<file path="config.mk">
export PLATFORM = sky130hd
export DESIGN_NAME = keypad_scanner
export DESIGN_NICKNAME = d
export VERILOG_FILES = /design/src/rtl/keypad_pkg.sv /design/src/rtl/sync_2ff.sv /design/src/rtl/keypad_scanner.sv
export SDC_FILE = /design/constraint.sdc
export NUM_CORES = 1
export LEC_CHECK = 0
export ABC_AREA = 1
export CORE_MARGIN = 8
export CORE_UTILIZATION = 31
export CTS_CLUSTER_SIZE = 25
export DETAILED_ROUTE_END_ITERATION = 10
export GPL_TIMING_DRIVEN = 0
export SLEW_MARGIN = 20
export SYNTH_ARGS = -nofsm -noshare
export SYNTH_HDL_FRONTEND = slang
export SYNTH_HIERARCHICAL = 1
export SYNTH_SLANG_ARGS = --single-unit
</file>
<file path="constraint.sdc">
create_clock -name clk -period 25.1 [get_ports clk]
set_clock_uncertainty 0.05 [all_clocks]
set_input_delay 2.51 -clock clk [delete_from_list [all_inputs] [get_ports clk]]
set_output_delay 2.51 -clock clk [all_outputs]
set_load 0.02 [all_outputs]
</file>
<file path="src/rtl/keypad_pkg.sv">
// rtl/keypad_pkg.sv - shared types, code map and scan classifier for the keypad scanner
package keypad_pkg;

   typedef enum logic [1:0] {
      ST_IDLE         = 2'd0,
      ST_PRESS_WAIT   = 2'd1,
      ST_HELD         = 2'd2,
      ST_RELEASE_WAIT = 2'd3
   } state_t;

   typedef enum logic [1:0] {
      CLS_NONE   = 2'd0,
      CLS_SINGLE = 2'd1,
      CLS_MULTI  = 2'd2
   } scan_class_t;

   typedef struct packed {
      scan_class_t cls;
      logic [3:0]  code;
   } scan_result_t;

   // Entry 4*row+col; rows top to bottom: 1 2 3 A / 4 5 6 B / 7 8 9 C / E 0 F D
   localparam logic [15:0][3:0] KEY_CODE_MAP = {
      4'hD, 4'hF, 4'h0, 4'hE,
      4'hC, 4'h9, 4'h8, 4'h7,
      4'hB, 4'h6, 4'h5, 4'h4,
      4'hA, 4'h3, 4'h2, 4'h1
   };

   // Counts pressed switches in a full snapshot; code is meaningful only for CLS_SINGLE
   function automatic scan_result_t classify_scan(input logic [15:0] snap);
      scan_result_t res;
      logic [4:0]   hits;
      res.cls  = CLS_NONE;
      res.code = 4'h0;
      hits     = 5'd0;
      for (int i = 0; i < 16; i++) begin
         if (snap[i[3:0]]) begin
            hits     = hits + 5'd1;
            res.code = KEY_CODE_MAP[i[3:0]];
         end
      end
      if (hits == 5'd1) begin
         res.cls = CLS_SINGLE;
      end else if (hits > 5'd1) begin
         res.cls = CLS_MULTI;
      end
      return res;
   endfunction

endpackage

</file>
<file path="src/rtl/sync_2ff.sv">
// rtl/sync_2ff.sv - two-flop synchronizer for asynchronous inputs
module sync_2ff #(
   parameter int WIDTH = 1
) (
   input  logic             clk,
   input  logic             reset,
   input  logic [WIDTH-1:0] d,
   output logic [WIDTH-1:0] q
);

   logic [WIDTH-1:0] meta_q, meta_d;
   logic [WIDTH-1:0] sync_q, sync_d;

   // Shift the raw input through two stages to settle metastability
   always_comb begin
      meta_d = d;
      sync_d = meta_q;
   end

   // Stage registers; cleared on reset
   always_ff @(posedge clk or posedge reset) begin
      if (reset) begin
         meta_q <= '0;
         sync_q <= '0;
      end else begin
         meta_q <= meta_d;
         sync_q <= sync_d;
      end
   end

   assign q = sync_q;

endmodule

</file>
<file path="src/rtl/keypad_scanner.sv">
// rtl/keypad_scanner.sv - 4x4 matrix keypad scanner with debounce and one-deep key holding register
module keypad_scanner
   import keypad_pkg::*;
#(
   parameter int SCAN_DIV       = 50000,
   parameter int DEBOUNCE_SCANS = 4
) (
   input  logic       clk,
   input  logic       reset,
   input  logic [3:0] rows,
   output logic [3:0] cols,
   output logic [3:0] key,
   output logic       key_valid,
   input  logic       key_ready,
   output logic       key_held,
   output logic       overrun
);

   localparam int              TW         = (SCAN_DIV > 1) ? $clog2(SCAN_DIV) : 1;
   localparam int              CW         = $clog2(DEBOUNCE_SCANS + 1);
   localparam logic [TW-1:0]   TIMER_LAST = TW'(SCAN_DIV - 1);
   localparam logic [CW-1:0]   COUNT_LAST = CW'(DEBOUNCE_SCANS);

   logic [3:0]    rows_sync;
   logic [TW-1:0] timer_q, timer_d;
   logic [1:0]    col_q, col_d;
   logic [3:0]    cols_q, cols_d;
   logic [15:0]   snap_q, snap_d;
   logic          sample;
   logic          scan_done;
   scan_result_t  scan_res;

   state_t        state_q, state_d;
   logic [CW-1:0] count_q, count_d;
   logic [3:0]    cand_q, cand_d;
   logic [3:0]    key_q, key_d;
   logic          key_valid_q, key_valid_d;
   logic          key_held_q, key_held_d;
   logic          overrun_q, overrun_d;
   logic          accept;

   sync_2ff #(.WIDTH(4)) u_row_sync (
      .clk   (clk),
      .reset (reset),
      .d     (rows),
      .q     (rows_sync)
   );

   // Column timing and snapshot capture; classification sees the snapshot including this sample
   always_comb begin
      sample    = (timer_q == TIMER_LAST);
      scan_done = sample && (col_q == 2'd3);
      timer_d   = sample ? '0 : timer_q + 1'b1;
      col_d     = sample ? col_q + 2'd1 : col_q;
      cols_d    = ~(4'b0001 << col_d);
      snap_d    = snap_q;
      if (sample) begin
         for (int r = 0; r < 4; r++) begin
            snap_d[{r[1:0], col_q}] = ~rows_sync[r];
         end
      end
      scan_res = classify_scan(snap_d);
   end

   // Scan timing registers
   always_ff @(posedge clk or posedge reset) begin
      if (reset) begin
         timer_q <= '0;
         col_q   <= 2'd0;
         cols_q  <= 4'b1110;
         snap_q  <= '0;
      end else begin
         timer_q <= timer_d;
         col_q   <= col_d;
         cols_q  <= cols_d;
         snap_q  <= snap_d;
      end
   end

   // Debounce transitions once per completed scan, plus key handoff to the consumer
   always_comb begin
      state_d     = state_q;
      count_d     = count_q;
      cand_d      = cand_q;
      accept      = 1'b0;
      key_d       = key_q;
      key_valid_d = key_valid_q;
      overrun_d   = overrun_q;

      if (scan_done) begin
         case (state_q)
            ST_IDLE: begin
               if (scan_res.cls == CLS_SINGLE) begin
                  state_d = ST_PRESS_WAIT;
                  cand_d  = scan_res.code;
                  count_d = CW'(1);
               end
            end
            ST_PRESS_WAIT: begin
               if (scan_res.cls == CLS_SINGLE) begin
                  if (scan_res.code == cand_q) begin
                     if ((count_q + 1'b1) >= COUNT_LAST) begin
                        state_d = ST_HELD;
                        count_d = '0;
                        accept  = 1'b1;
                     end else begin
                        count_d = count_q + 1'b1;
                     end
                  end else begin
                     cand_d  = scan_res.code;
                     count_d = CW'(1);
                  end
               end else begin
                  state_d = ST_IDLE;
                  count_d = '0;
               end
            end
            ST_HELD: begin
               if (scan_res.cls == CLS_NONE) begin
                  state_d = ST_RELEASE_WAIT;
                  count_d = CW'(1);
               end
            end
            ST_RELEASE_WAIT: begin
               if (scan_res.cls == CLS_NONE) begin
                  if ((count_q + 1'b1) >= COUNT_LAST) begin
                     state_d = ST_IDLE;
                     count_d = '0;
                  end else begin
                     count_d = count_q + 1'b1;
                  end
               end else begin
                  state_d = ST_HELD;
                  count_d = '0;
               end
            end
            default: begin
               state_d = ST_IDLE;
               count_d = '0;
            end
         endcase
      end

      // A fresh press may replace a code only when the slot is free or being drained now
      if (accept) begin
         if (!key_valid_q || key_ready) begin
            key_d       = cand_q;
            key_valid_d = 1'b1;
         end else begin
            overrun_d = 1'b1;
         end
      end else if (key_valid_q && key_ready) begin
         key_valid_d = 1'b0;
      end

      key_held_d = (state_d == ST_HELD) || (state_d == ST_RELEASE_WAIT);
   end

   // Debounce FSM state and registered outputs
   always_ff @(posedge clk or posedge reset) begin
      if (reset) begin
         state_q     <= ST_IDLE;
         count_q     <= '0;
         cand_q      <= 4'h0;
         key_q       <= 4'h0;
         key_valid_q <= 1'b0;
         key_held_q  <= 1'b0;
         overrun_q   <= 1'b0;
      end else begin
         state_q     <= state_d;
         count_q     <= count_d;
         cand_q      <= cand_d;
         key_q       <= key_d;
         key_valid_q <= key_valid_d;
         key_held_q  <= key_held_d;
         overrun_q   <= overrun_d;
      end
   end

   assign cols      = cols_q;
   assign key       = key_q;
   assign key_valid = key_valid_q;
   assign key_held  = key_held_q;
   assign overrun   = overrun_q;

endmodule

</file>
# After elaboration in Yosys (flattened, before gate mapping)
# Index checks and enable logic that the tools add are counted.
[classes] addsub=18 magnitude_cmp=10 n_eq_ne=15 shift=1 n_mux=77 bitwise_logic=6 n_reduce_logical=18
[ops] op="$add 5x1->5 const B" count=15
[ops] op="$mux 5" count=15
[ops] op="$mux 4" count=18
[ops] op="$bwmux 16" count=4
[ops] op="$mux 16" count=2
[ops] op="$mux 2" count=11
[ops] op="$mux 3" count=6
[ops] op="$add 16x1->16 const B" count=1
[ops] op="$eq 16x16->1 const B" count=1
[ops] op="$mux 1" count=14
[ops] op="$pmux 3 s4" count=1
[ops] op="$eq 2x2->1 const B" count=5
[ops] op="$lt 4x5->1 const B" count=2
[ops] op="$demux 1 s2" count=4
[ops] op="$ge 4x1->1 const B" count=2
[ops] op="$ne 2x2->1 const B" count=4
[ops] op="$pmux 2 s4" count=1
[ops] op="$pmux 4 s2" count=1
[ops] op="$logic_and 1x1->1" count=6
[ops] op="$reduce_and 2->1" count=3
[ops] op="$eq 5x1->1 const B" count=1
[ops] op="$gt 5x1->1 const B" count=1
[ops] op="$lt 2x5->1 const B" count=1
[ops] op="$lt 3x5->1 const B" count=1
[ops] op="other kinds (17)" count=25
[word_totals] reg_bits=62 in_bits=7 output_inout_bits=11

# Depth between registers and ports, before layout
# Gate-level depths: netlist of the first run.
[logic_depth] ltp_word=49 ltp_mapped=67 ltp_nobuf=67

# Hierarchy
# The synthesis of the first run kept the hierarchy.
[modules_own_cells] module="keypad_scanner" instances=1 cells_per_inst=790 area_each_um2=5180.0 seq_area_each_um2=1355.0
[modules_own_cells] module="sync_2ff" instances=1 cells_per_inst=9 area_each_um2=203.9 seq_area_each_um2=200.2

# Worst setup path before layout of the first run
# Ideal clock, no wire load.
[synth_path] path_kind="register -> register" from="register timer_q[0]" to="register cand_q[1]" setup_ns=0.130 arrival_time_ns=8.221 required_ns=24.920 path_slack_ns=16.699 path_stages_with_launch=58 n_path_buf=0 period_less_slack_ns=8.401 path_cell_list="dfrtp_1 ha_1 nand3_2 nor2_2 nand2_4 nor2_1 nand2_1 o21ai_0 inv_1 ha_1 inv_1 nand3_2 nand2_2 inv_1 ha_1 or2_1 nand2_1 nand2_1 [... 22 more ...] ha_1 or2_2 nand2_1 nand2_1 nand3_1 nand2_1 ha_1 nand2_1 nand2_2 ha_1 o21ai_0 nand2_2 nor2_4 nand4_2 nor2_2 nand2_2 nand2_1 o21ai_1"
[synth_via] elab_cells_between_ends=64
[synth_rtl] item="start, declared" line="keypad_scanner.sv:25" text="logic [TW-1:0] timer_q, timer_d;"
[synth_rtl] item="start signal, assigned" line="keypad_scanner.sv:73" text="timer_q <= timer_d;"
[synth_rtl] item="$eq 16x16->1 (*)" line="keypad_scanner.sv:51" text="sample = (timer_q == TIMER_LAST);"
[synth_rtl] item="$mux 16 (*)" line="keypad_scanner.sv:57" text="if (sample) begin"
[synth_rtl] item="net snap_d[1]" line="keypad_scanner.sv:28" text="logic [15:0] snap_q, snap_d;"
[synth_rtl] item="$mux 5" line="keypad_pkg.sv:38" text="if (snap[i[3:0]]) begin"
[synth_rtl] item="$add 5x1->5" line="keypad_pkg.sv:39" text="hits = hits + 5'd1;"
[synth_rtl] item="$mux 5" line="keypad_pkg.sv:38"
[synth_rtl] item="$add 5x1->5" line="keypad_pkg.sv:39"
[synth_rtl] item="$mux 5" line="keypad_pkg.sv:38"
[synth_rtl] item="[... 22 more ...]"
[synth_rtl] item="$add 5x1->5" line="keypad_pkg.sv:39"
[synth_rtl] item="$mux 5" line="keypad_pkg.sv:38"
[synth_rtl] item="$gt 5x1->1" line="keypad_pkg.sv:45" text="end else if (hits > 5'd1) begin"
[synth_rtl] item="$mux 2" line="keypad_pkg.sv:45"
[synth_rtl] item="$mux 2" line="keypad_pkg.sv:43" text="if (hits == 5'd1) begin"
[synth_rtl] item="$eq 2x1->1" line="keypad_scanner.sv:93, keypad_scanner.sv:100"
[synth_rtl] item="$ne 2x2->1 (no line)"
[synth_rtl] item="$reduce_and 5->1 (no line)"
[synth_rtl] item="end signal, assigned" line="keypad_scanner.sv:172" text="cand_q <= cand_d;"
[synth_rtl] item="end, declared" line="keypad_scanner.sv:35" text="logic [3:0] cand_q, cand_d;"
# Mark *: on every way through the listed nets, which the timed path passes. The rest lies on a longest branch. The select of a mux whose other input is x is not followed.
# A chain may end at the register's enable or synchronous reset.

# Final worst setup path of the first run
# Same ends and word-level chain as after synthesis.

==> results.ini, run 1 <==
[synth]
synth_edf_count=0
synthFlopType=dfrtp_1
synth_fp_nets=829
netlist_instances=799
synthArstFlopShare=1.00
synthTopCellsByArea=dfrtp_1, nand2_1, nand3_1
synth_top_area_share=0.274
yosys.area.top_type=dfrtp_1
yosysWarningCount=6
synth.distinct_cells=40
ys_seq_area_frac=0.289
syn_area_um2=5380
synth_seq_cells=62
avgSynthCellArea_um2=6.74

[power]
p_leak_nw=3.44
max-vdd-ir-drop_v=0.0000282
power_density_nw_per_um2=38.1
total_power_uw=235

[clocking]
cts_root_buf=clkbuf_16
cts_buffers=9
cts_tree=yes
clk_pin_slew_ns=0.05
clk_latency_ns=0.32
post_cts_buffers=0
cts-resized-gates=0
clockBufferDepth=2
cts_hold_buf=0
clock-sinks=62
cts_htree_levels=3

[worst_setup_path]
crit_slowest_cell=ha_1
r2r_slack_ns=15.69
critPathRequiredTime_ns=25.25
critPathKind=flop to flop
endpoint_kind=flop
critPathMaxFanout=10
rr_startpoint=timer_q[0]
reg2reg_depth=57
critical_path.max_stage_delay_ns=0.39
cp-start-kind=flop
r2r_end=cand_q[1]
worst_path_most_repeated_cell=nand2_1
critPathArrivalTime_ns=9.55

[floorplanning]
initial_utilization=0.315
dieArea_um2=21800
row_count=48
design.core.area_um2=17100
die_w_um=148
ios=18
die_h_um=148

[drt]
routed.top_layer=met4
vias_per_cell=4.44
first_pass_iters=5
postRouteAntennaNets=0
route.met3.wl_um=276
drt-wirelength-per-cell_um=10.8
routed-via-count=4689
drt-total-wl_um=11400
dr_wl_met2_um=5160
remaining_drc_errors=0
dr.first_iter.drc_count=193
wl_met1_um=5900

[final_layout]
final_cell_area_um2=6160
n_antenna_cell=0
synthToLayoutAreaGrowth_pct=14.4
num-fill-cells=1854
drive_gt1_frac=0.149
fin_nets=857

[timing]
setup_viol=0
maxSlewHeadroom=0.397
tightestPinTransition_ns=0.880
final_max_slew_viol_count=0
setup_tns_ns=0
post-route-period-util=0.375
rsz0062_at_grt=no
clock.fmax_ghz=0.106
post-route-min-period_ns=9.41
hold_viol=0

[global_route]
grt_remaining_overflow=0
grt_start_max_net_pins=55
grt_pass1_wl_um=20500
grtUsageTotal=0.110
antenna_found_initial=0
grt_pass1_vias=4505

[flow_run]
drv_cap=0

[worst_hold_path]
min_from=u_row_sync/meta_q[2]
holdPathStages=0
hold_path_end=u_row_sync/q[2]
worstHoldPathType=flop to flop

[place]
dp_hpwl_um=9040
place_congestion=0.825
placed_area_um2=5840
port_buffers=17

[run_status]
status=complete, no violations

==> state kept, by name (all words and copies together), names as in the netlist, 2 cells and up <==
name               count
timer_q               16
snap_q                16
count_q                3
cols                   4
key                    4
u_row_sync/q           4
u_row_sync/meta_q      4
state_q                2
col_q                  2
cand_q                 4
==> metal layers <==
layer,track usage,vias up
met5,0,-
met3,0.0232,8
met1,0.147,2056
met2,0.178,40
met4,0.0296,0
li1,-,2585
==> worst max path at each step <==
stage	startpoint	to	slack, ns	cells after the start
global placement	timer_q[0]	cand_q[1]	15.73	57
CTS	timer_q[0]	cand_q[1]	15.63	57
global route	timer_q[0]	cand_q[1]	14.73	57
finish	timer_q[0]	cand_q[1]	15.69	57
floorplan	timer_q[0]	cand_q[1]	16.70	57
detailed placement	timer_q[0]	cand_q[1]	15.69	57
==> metrics by stage <==
step	worst slack, ns	util	hold slack (ns)	std cells
2_1_floorplan	16.70	-	0.281	799
3_3_place_gp	15.73	0.341	0.282	1041
3_5_place_dp	15.69	0.341	0.286	1041
4_1_cts	15.63	0.360	0.298	1057
5_1_grt	14.73	0.360	0.305	1057
6_report	15.69	0.360	0.296	1057
==> cells by family after synthesis <==
group / count (synthesis) / share of synthesized area
fa+ha+maj: 23 / 0.0535
compound gates: 52 / 0.0546
flops: 62 / 0.289
buf+inv: 145 / 0.102
mux: 8 / 0.0172
simple gates: 503 / 0.474
xor+xnor: 6 / 0.00976
==> worst max-delay path, delay by kind of cell, from the launching register on <==
family                     cells  cell delay (ns)
buffers and inverters          3             0.33
and+or+nand+nor               41             5.13
DFF                            1             0.37
AOI/OAI and AO/OA              4             0.65
adders and majority gates      9             2.75
==> report_power, final <==
part	internal, mW	switching, mW	total (mW)
clock network	0.0877	0.0424	0.130
logic	0.000977	0.00253	0.00351
registers	0.101	0.000435	0.101
total	0.189	0.0454	0.235
==> cells in the final DEF, fill, tap and decap left out, types with 2 or more instances in the layout <==
master,n
a21oi_1,12
a31oi_1,2
clkbuf_16,9
clkbuf_8,4
clkdlybuf4s50_1,17
clkinv_1,2
clkinv_2,2
dfrtp_1,59
dfstp_2,3
ha_1,23
inv_1,129
inv_2,10
mux2i_1,7
nand2_1,227
nand2_2,22
nand2_4,18
nand3_1,105
nand3_2,19
nand3_4,5
nand3b_1,7
nand4_1,5
nor2_1,62
nor2_2,9
nor2_4,4
nor3_1,7
o21ai_0,22
o21ai_1,8
or2_2,9
xor2_1,6
==> cell type report <==
type / count / area, µm² / share of cell area
multi-input cells: 592 / 3280 / 0.532
clock buffers: 14 / 284 / 0.0461
well taps: 225 / 282 / 0.0457
flip-flops and latches: 62 / 1560 / 0.252
repair buffers: 17 / 170 / 0.0276
inverters: 145 / 554 / 0.0900
clock inverters: 2 / 37.5 / 0.00609
==> cell usage after synthesis (2+ instances only) <==
| cell type | n |
|---|---|
| xor2_1 | 6 |
| inv_1 | 130 |
| nor3_1 | 7 |
| nand3b_1 | 7 |
| nor2_4 | 4 |
| nor2_1 | 62 |
| nor2_2 | 9 |
| mux2i_1 | 7 |
| nand3_2 | 19 |
| a31oi_1 | 2 |
| clkinv_1 | 2 |
| o21ai_0 | 22 |
| clkinv_2 | 2 |
| or2_2 | 9 |
| ha_1 | 23 |
| nand2_1 | 227 |
| nand4_1 | 5 |
| inv_2 | 10 |
| o21ai_1 | 8 |
| dfrtp_1 | 59 |
| nand2_2 | 22 |
| a21oi_1 | 12 |
| nand3_4 | 5 |
| dfstp_2 | 3 |
| nand3_1 | 105 |
| nand2_4 | 18 |
No activity file was read; power rests on OpenSTA's default activity.
==> inputs of run 2 (changes only) <==
Clock period 25.1 ns to 9.1 ns, I/O delays scaled along.
==> results.ini, run 2 (synthesis results as in run 1) <==
[power]
p_clk_frac=0.554  ; about the same
p_comb_frac=0.015  ; about the same
p_seq_frac=0.431  ; about the same
p_leak_nw=3.50  ; +1.9%
internal_power_uw=522  ; +180%
power.net_switching_uw=126  ; +180%
total_power_uw=648  ; +180%
max-vdd-ir-drop_v=0.000106  ; +280%
power_density_nw_per_um2=101  ; +160%
p_sw_frac=0.194  ; +0.000662

[drt]
dr.first_iter.drc_count=224  ; +16%
routed-via-count=4790  ; +2.2%
drt-wirelength-per-cell_um=11.1  ; +3.0%
postRouteAntennaNets=0  ; unchanged
remaining_drc_errors=0  ; unchanged
vias_per_cell=4.46  ; +0.63%
drt-total-wl_um=12000  ; +4.5%
first_pass_iters=7  ; +2

[worst_setup_path]
crit_slowest_cell=dfrtp_1
critPathRequiredTime_ns=9.27  ; -15.98 ns
critPathMaxFanout=8  ; -2
worst_path_most_repeated_cell=nand2_1
cp-start-kind=flop
endpoint_kind=flop
critPathKind=flop to flop
critPathArrivalTime_ns=8.60  ; -0.95 ns
critical_path.max_stage_delay_ns=0.39  ; about the same

[floorplanning]
ios=18  ; unchanged
design.core.area_um2=17100  ; unchanged
die_w_um=148  ; unchanged
dieArea_um2=21800  ; unchanged
die_h_um=148  ; unchanged
initial_utilization=0.315  ; unchanged
row_count=48  ; unchanged

[global_route]
grt_start_max_net_pins=55  ; unchanged
antenna_found_initial=0  ; unchanged
grtUsageTotal=0.111  ; +0.000714
grt_pass1_wl_um=20600  ; +0.61%
grt_remaining_overflow=0  ; unchanged
grt_pass1_vias=4532  ; +0.60%

[clocking]
cts_tree=yes
clock-sinks=62  ; unchanged
cts_root_buf=clkbuf_16
cts_htree_levels=3  ; unchanged
cts_buffers=9  ; unchanged
cts_hold_buf=0  ; unchanged
clockBufferDepth=2  ; unchanged
clk_pin_slew_ns=0.05  ; about the same
clk_latency_ns=0.33  ; about the same

[timing]
post-route-min-period_ns=8.43  ; -0.979 ns
tightestPinTransition_ns=0.881  ; +0.00154 ns
hold_viol=0  ; unchanged
setup_viol=0  ; unchanged
final_max_slew_viol_count=0  ; unchanged
fin_ws_ns=0.669  ; -15.02 ns
maxSlewHeadroom=0.396  ; -0.00106
clock.fmax_ghz=0.119  ; +12%
post-route-period-util=0.926  ; +0.552
setup_tns_ns=0  ; unchanged

[place]
dp.cells=1041  ; unchanged
port_buffers=17  ; unchanged
dp_slack_ns=-0.315  ; -16.00 ns
dp_hpwl_um=9040  ; unchanged
place_congestion=0.825  ; unchanged

[final_layout]
regArea_um2=1560  ; unchanged
mostFrequentLayoutCell=nand2_1
finalNonFillerCells=1073  ; +1.5%
fin_nets=873  ; +1.9%
top_regs=snap_q: 16 flops, timer_q: 16 flops
final_cell_mix=nand2_1, inv_1, nand3_1
drive_gt1_frac=0.186  ; +0.0373
num-fill-cells=1822  ; -1.7%
multi_input_area_um2=3420  ; +4.5%
synthToLayoutAreaGrowth_pct=19.4
n_antenna_cell=0  ; unchanged

[flow_run]
drv_cap=0  ; unchanged

[run_status]
status=complete, no violations

[worst_hold_path]
worstHoldPathType=flop to flop

[run 2: path summary, 6_finish.rpt]
path	startpoint	endpoint	slack, ns	cells after the start
worst max register to register	timer_q[1]	key[1]	0.67	57
worst min register to register	u_row_sync/meta_q[2]	u_row_sync/q[2]	0.30	0
min in group asynchronous	reset	u_row_sync/meta_q[2]	0.95	2
worst min-delay path	u_row_sync/meta_q[2]	u_row_sync/q[2]	0.30	0
worst max-delay path	timer_q[1]	key[1]	0.67	57
max in group asynchronous	reset	timer_q[6]	7.53	2
[run 2: cell type report]
class,count,area share
flip-flops and latches,62,0.242
clock buffers,14,0.0442
multi-input cells,592,0.533
clock inverters,2,0.00584
repair buffers,33,0.0452
well taps,225,0.0438
inverters,145,0.0863
[run 2: layer usage]
| layer | GRT usage | wire length [µm] | vias to the layer above |
|---|---|---|---|
| met5 | 0 | 0 | - |
| li1 | - | - | 2610 |
| met3 | 0.0232 | 320 | 8 |
| met1 | 0.147 | 5960 | 2128 |
| met2 | 0.180 | 5560 | 44 |
| met4 | 0.0296 | 116 | 0 |
[run 2: through the flow]
| stage | hold WS [ns] | utilization | instance area, µm² |
|---|---|---|---|
| 2_1_floorplan | 0.281 | - | 5380 |
| 3_3_place_gp | 0.282 | 0.341 | 5840 |
| 3_5_place_dp | 0.286 | 0.341 | 5840 |
| 4_1_cts | 0.298 | 0.363 | 6210 |
| 5_1_grt | 0.305 | 0.375 | 6430 |
| 6_report | 0.296 | 0.375 | 6430 |
[run 2: critical path: cells and delay by family, from the launching register on]
| kind | cells | cell delay [ns] |
|---|---|---|
| AOI/OAI and AO/OA | 4 | 0.53 |
| adders and majority gates | 9 | 2.45 |
| buffers and inverters | 5 | 0.36 |
| DFF | 1 | 0.39 |
| and+or+nand+nor | 39 | 4.49 |
[run 2: timing repair]
action / 4_1_cts / 5_1_grt
resized for setup: 11 / 22
buffers inserted: 1 / 15
pin swaps: 1 / 11
endpoints found under the hold margin: 0 / 0
endpoints found under the setup margin: 16 / 16
[run 2: power by group through the flow]
stage	clock (mW)	sequential (mW)	combinational, mW
2_1_floorplan	0	0.283	0.00505
3_3_place_gp	0	0.284	0.00988
3_5_place_dp	0	0.284	0.0103
4_1_cts	0.366	0.279	0.0105
5_1_grt	0.380	0.279	0.0115
6_report	0.359	0.279	0.00987
